## src/rtl/series_sum_pkg.sv

```systemverilog
// Shared types for the series_sum accumulator: status encoding and its width.
package series_sum_pkg;

    localparam int STATUS_W = 3;

    typedef enum logic [STATUS_W-1:0] {
        IDLE = 3'd0,
        RUN  = 3'd1,
        DONE = 3'd2,
        OVF  = 3'd3
    } status_e;

endpackage

```

## src/rtl/series_sum_acc.sv

```systemverilog
// W-bit accumulator with synchronous clear, enable and carry-out of the pending add.
module series_sum_acc #(
    parameter int W = 32
) (
    input  logic         clk,
    input  logic         rst,
    input  logic         clr_i,
    input  logic         en_i,
    input  logic [W-1:0] addend_i,
    output logic [W-1:0] acc_o,
    output logic         carry_o
);

    logic [W-1:0] acc_q, acc_d;
    logic [W:0]   add_full;

    // One extra bit on the adder exposes the carry out of the W-bit wrap-around sum.
    assign add_full = {1'b0, acc_q} + {1'b0, addend_i};
    assign carry_o  = en_i & add_full[W];
    assign acc_o    = acc_q;

    always_comb begin
        acc_d = acc_q;
        if (clr_i) begin
            acc_d = '0;
        end else if (en_i) begin
            acc_d = add_full[W-1:0];
        end
    end

    // NOTE: registers use non-blocking assignments so every flop samples pre-edge values.
    always_ff @(posedge clk) begin
        if (rst) begin
            acc_q <= '0;
        end else begin
            acc_q <= acc_d;
        end
    end

endmodule

```

## src/rtl/series_sum.sv

```systemverilog
// Sums N_ITEMS consecutive items after a one-cycle request; reports DONE or OVF with the W-bit sum.
module series_sum
    import series_sum_pkg::*;
#(
    parameter int N_ITEMS = 10,
    parameter int W       = 32
) (
    input  logic                clk,
    input  logic                rst,
    input  logic                sum_request,
    input  logic [W-1:0]        item,
    output logic [STATUS_W-1:0] status,
    output logic                busy,
    output logic [W-1:0]        sum
);

    localparam int CNT_W = $clog2(N_ITEMS + 1);
    localparam logic [CNT_W-1:0] LAST_IDX = CNT_W'(N_ITEMS - 1);

    status_e          state_q, state_d;
    logic [CNT_W-1:0] cnt_q, cnt_d;
    logic             ovf_q, ovf_d;
    logic             acc_clr;
    logic             acc_en;
    logic             carry;
    logic [W-1:0]     acc;

    assign acc_en = (state_q == RUN);

    series_sum_acc #(.W(W)) u_acc (
        .clk      (clk),
        .rst      (rst),
        .clr_i    (acc_clr),
        .en_i     (acc_en),
        .addend_i (item),
        .acc_o    (acc),
        .carry_o  (carry)
    );

    // NOTE: every signal written here gets a default first, so no path can infer a latch.
    always_comb begin
        state_d = state_q;
        cnt_d   = cnt_q;
        ovf_d   = ovf_q;
        acc_clr = 1'b0;
        case (state_q)
            RUN: begin
                cnt_d = cnt_q + CNT_W'(1);
                ovf_d = ovf_q | carry;
                // The final add's own carry must count toward the verdict.
                if (cnt_q == LAST_IDX) begin
                    state_d = (ovf_q | carry) ? OVF : DONE;
                end
            end
            default: begin
                if (sum_request) begin
                    acc_clr = 1'b1;
                    cnt_d   = '0;
                    ovf_d   = 1'b0;
                    state_d = RUN;
                end
            end
        endcase
    end

    always_ff @(posedge clk) begin
        if (rst) begin
            state_q <= IDLE;
            cnt_q   <= '0;
            ovf_q   <= 1'b0;
        end else begin
            state_q <= state_d;
            cnt_q   <= cnt_d;
            ovf_q   <= ovf_d;
        end
    end

    assign status = state_q;
    assign busy   = (state_q == RUN);
    assign sum    = acc;

endmodule

```

## config.mk

```make
export PLATFORM = sky130hd
export DESIGN_NAME = series_sum
export DESIGN_NICKNAME = d
export VERILOG_FILES = /design/src/rtl/series_sum_pkg.sv /design/src/rtl/series_sum_acc.sv /design/src/rtl/series_sum.sv
export SDC_FILE = /design/constraint.sdc
export NUM_CORES = 1
export LEC_CHECK = 0
export BUFFER_PORTS_ARGS = -buffer_cell sky130_fd_sc_hd__buf_2
export CORE_ASPECT_RATIO = 0.9
export CORE_MARGIN = 2
export CORE_UTILIZATION = 39
export DETAILED_ROUTE_END_ITERATION = 8
export PLACE_DENSITY_LB_ADDON = 0.12
export SLEW_MARGIN = 20
export SYNTH_ARGS = -nofsm -noshare
export SYNTH_HDL_FRONTEND = slang
export SYNTH_HIERARCHICAL = 1
export SYNTH_SLANG_ARGS = --single-unit
export TNS_END_PERCENT = 50
```

## constraint.sdc

```tcl
create_clock -name clk -period 6.7 [get_ports clk]
set_clock_uncertainty 0.15 [all_clocks]
set_input_delay 0 -clock clk [delete_from_list [all_inputs] [get_ports clk]]
set_output_delay 0 -clock clk [all_outputs]
set_load 0.01 [all_outputs]
```

==> results by group <==
GRT
  – Tot GR Track Use: between 10% and 20%
  – Vias in the first global route: 2,970
  – Top Usage Layer GRT: met2
  – First-pass GRT wire length: roughly 14,000 um
  – GR Util met3: 2.74%
  – Grt ovf: 0
  – Largest net degree at the start of global routing: 33
  – Initial antenna violation count: 0
  – Grt met1 use: between 20 and 30%
  – Met2 GRT Util: a little under a third

Placement
  – Hpwl dp: between 6000 and 7000 um
  – Placed Cells: approximately 560
  – Port Buffers: 69
  – Pre-CTS setup slack: roughly 3.8 ns
  – Final RePlAce weighted congestion: just under 0.9

Clock network
  – CTS max path bufs: 2
  – Worst skew pair latency: 0.31 ns
  – TritonCTS clock tree: built
  – Num CTS Buffers: 5
  – Total clock sinks: 39
  – Post-CTS setup buffer count: 0
  – Clock root buffer: clkbuf_8
  – Worst-path clk slew: approximately 0.090 ns
  – H-tree Lvls: 2

Worst setup path
  – Worst r2r dst: u_acc/acc_o[18]$_SDFFE_PP0P_
  – Slowest-stage cell, CP: dlygate4sd3_1
  – Crit-path max FO: 3
  – CP peak stage delay: approximately 0.54 ns
  – Startpoint Class: primary input
  – CP cell instances: dlygate4sd3_1 > buf_2 > ha_1 > fa_1 > a21oi_1 > o21ai_0 > a221oi_1 > o31ai_1 > a221oi_1 > xor2_1 > o21ai_0
  – CP Capture Type: flip-flop
  – R2r setup slk: 3.78 ns
  – Worst reg2reg startpoint: u_acc/acc_o[0]$_SDFFE_PP0P_
  – CP top delay family: compound AO/OA/AOI/OAI gates
  – Arr. time, crit path: 2.96 ns
  – Critical setup path kind: primary input to flip-flop
  – Crit path buf inv count: 2
  – Req. time, crit path: 6.71 ns
  – R2R cell count: 9

Hold path
  – Worst hold path stage count: 4
  – Hold path endpoint: u_acc/acc_o[31]$_SDFFE_PP0P_
  – Hold path start: item[31]
  – HP Class: primary input to flip-flop

Detailed routing
  – Avg Vias per Cell: around 5.6
  – Avg WL per Cell: approximately 15 um
  – Via Count: around 3,200
  – Final ANT Viol Nets: 0
  – Initial drt markers: ~150
  – DR DRC count: 0
  – WL final: approximately 8600 um
  – Initial DRT Pass Iterations: 4

Floorplan
  – Initial core utilization: between 40% and 50%
  – Die ar.: 0.00876 mm^2
  – Num rows: 30
  – CORE AREA: between 0.007 and 0.008 mm^2
  – Die Height: 89.0 um
  – Die X: approximately 98 um
  – # IOs: a little over 70

Pwr
  – Sw Pwr: between 200 and 250 uW
  – Power Internal: between 400 and 500 uW
  – Sequential cell fraction of total power: a little over a third
  – PD cells: ~190 mW/mm^2
  – Sw Share: approximately a third
  – Gate power share: 29.4%
  – Clk pwr share: between 30% and 40%
  – Peak VDD IR: approximately 0.080 mV
  – Cell leakage power: approximately 0.0017 uW

Timing
  – Setup_tns: 0 ns
  – Period utilisation layout: ~44%
  – Setup-failing EPs final: 0
  – Unrepaired setup endpoints after global routing: false
  – Relative max-transition margin: approximately 31%
  – Worst-Margin Slew: between 1 and 1.5 ns
  – Minimum clock period: 2.95 ns
  – Max Clk Rate: between 0.3 and 0.4 GHz
  – Fin. max-slew vios: 0
  – Fin. Hold Viols: 0
  – Min setup slack post-route: 3.75 ns

Synth
  – Post-synth EDFFs: 0
  – Syn_nets: about 480
  – Top FF cell, synth: dfxtp_1
  – Area leader, netlist: dfxtp_1
  – Seq cells post-synth: 39
  – Yosys top cell area share: 25.0%
  – Synth Warn #: 6
  – Avg Inst Size Synth: between 7 and 8 um^2
  – Post-Syn Area: between 0.003 and 0.004 mm^2
  – Synth cell types: between 50 and 60
  – Area contributors post-synth: dfxtp_1 (25%), ha_1 (14%), a21oi_1 (8.2%)
  – Post-synthesis sequential area ratio: 25.0%
  – Post-synth ARST share: 0%
  – Synth Instances: 411

Final layout
  – Post-Layout Cell Count: 577
  – Area grow syn2layout: 19.2%
  – Commonest non-fill, non-tap cell in the layout: buf_2
  – N_diodes: 0
  – Final net count: 550
  – Most frequent cells in the layout: buf_2 (69), a21oi_1 (51), nand2_1 (47), nor2_1 (39), dfxtp_1 (39)
  – Share of layout cells above drive strength 1: 18.7%

Run
  – MaxCap Viol Count: 0

Status
  – Status: completed
-- power by group through the flow --
stage               logic, uW  registers [uW]  clock network, uW
finish                    209             255                248
floorplan                 141             265                  0
CTS                       209             255                254
global placement          205             260                  0
detailed placement        205             261                  0
global route              235             257                260
-- per-stage QoR --
stage	hold slack, ns	power (uW)	util (%)	area [um^2]
global placement	0.142	465	46.3	3540
detailed placement	0.143	466	46.3	3540
floorplan	-0.0854	407	-	3130
CTS	0.00903	718	48.7	3730
global route	0.0508	752	48.7	3730
finish	0.0168	713	48.7	3730
-- worst max path at each step --
stage,end,from,slack [ns],depth (start not counted)
final,u_acc/acc_o[18]$_SDFFE_PP0P_,item[0],3.75,11
after global routing,u_acc/acc_o[18]$_SDFFE_PP0P_,item[0],3.57,11
after floorplan,u_acc/acc_o[18]$_SDFFE_PP0P_,u_acc/acc_o[0]$_SDFFE_PP0P_,4.13,9
after detailed placement,u_acc/acc_o[18]$_SDFFE_PP0P_,u_acc/acc_o[0]$_SDFFE_PP0P_,3.84,9
after global placement,u_acc/acc_o[18]$_SDFFE_PP0P_,u_acc/acc_o[0]$_SDFFE_PP0P_,3.92,9
after CTS,u_acc/acc_o[18]$_SDFFE_PP0P_,item[0],3.80,11
-- synth_stat cells (4+ instances only) --
cell type,count
clkbuf_1,7
a211oi_1,6
o21ai_0,32
ha_1,34
nor2_1,39
nor2b_1,5
dfxtp_1,39
a21oi_1,51
inv_1,14
nand4_1,5
nor3_1,9
a31oi_1,5
mux2i_1,11
nand2_1,47
xor2_1,11
o22ai_1,4
a21boi_0,4
and3_1,7
nand3_1,12
xnor2_1,12
-- worst min-delay path, stage by stage --
cell and delay (ns):
buf_2 0.08, ha_1 0.17, xor2_1 0.08, o21ai_1 0.10
-- sequential cells by signal, summed over array words and instances, names as in the netlist --
| name | cells |
|---|---|
| cnt_q | 4 |
| u_acc/acc_o | 32 |
| status | 2 |
| ovf_q | 1 |
-- cells by family after synthesis --
group	Yosys count	synth area share, %
compound gates	135	26.2
xor+xnor	23	6.44
fa+ha+maj	35	14.2
buf+inv	27	3.48
flops	39	25.0
mux	12	4.00
other cells	1	0.120
simple gates	139	20.6
-- timing repair --
action / 4_1_cts / 5_1_grt
hold buffers: 5 / 0
hold endpoints to repair: 9 / 0
resized for setup: 0 / 0
-- layer usage --
| layer | share of wire [%] | up-vias | wire (um) |
|---|---|---|---|
| met5 | 0 | - | 0 |
| met1 | 50 | 1487 | 4270 |
| met4 | 1.1 | 0 | 95 |
| met3 | 4.5 | 9 | 383 |
| met2 | 44 | 82 | 3800 |
| li1 | - | 1630 | - |
-- area by class of cell --
| class | instances | area [um^2] |
|---|---|---|
| fill | 812 | 3930 |
| multi-input combinational | 345 | 2240 |
| sequential | 39 | 781 |
| timing repair buffer | 74 | 395 |
| tap | 96 | 120 |
| clock buffer | 5 | 68.8 |
| clock inverter | 3 | 67.6 |
| inverter | 15 | 58.8 |
No activity file was read; power rests on OpenSTA's default activity.
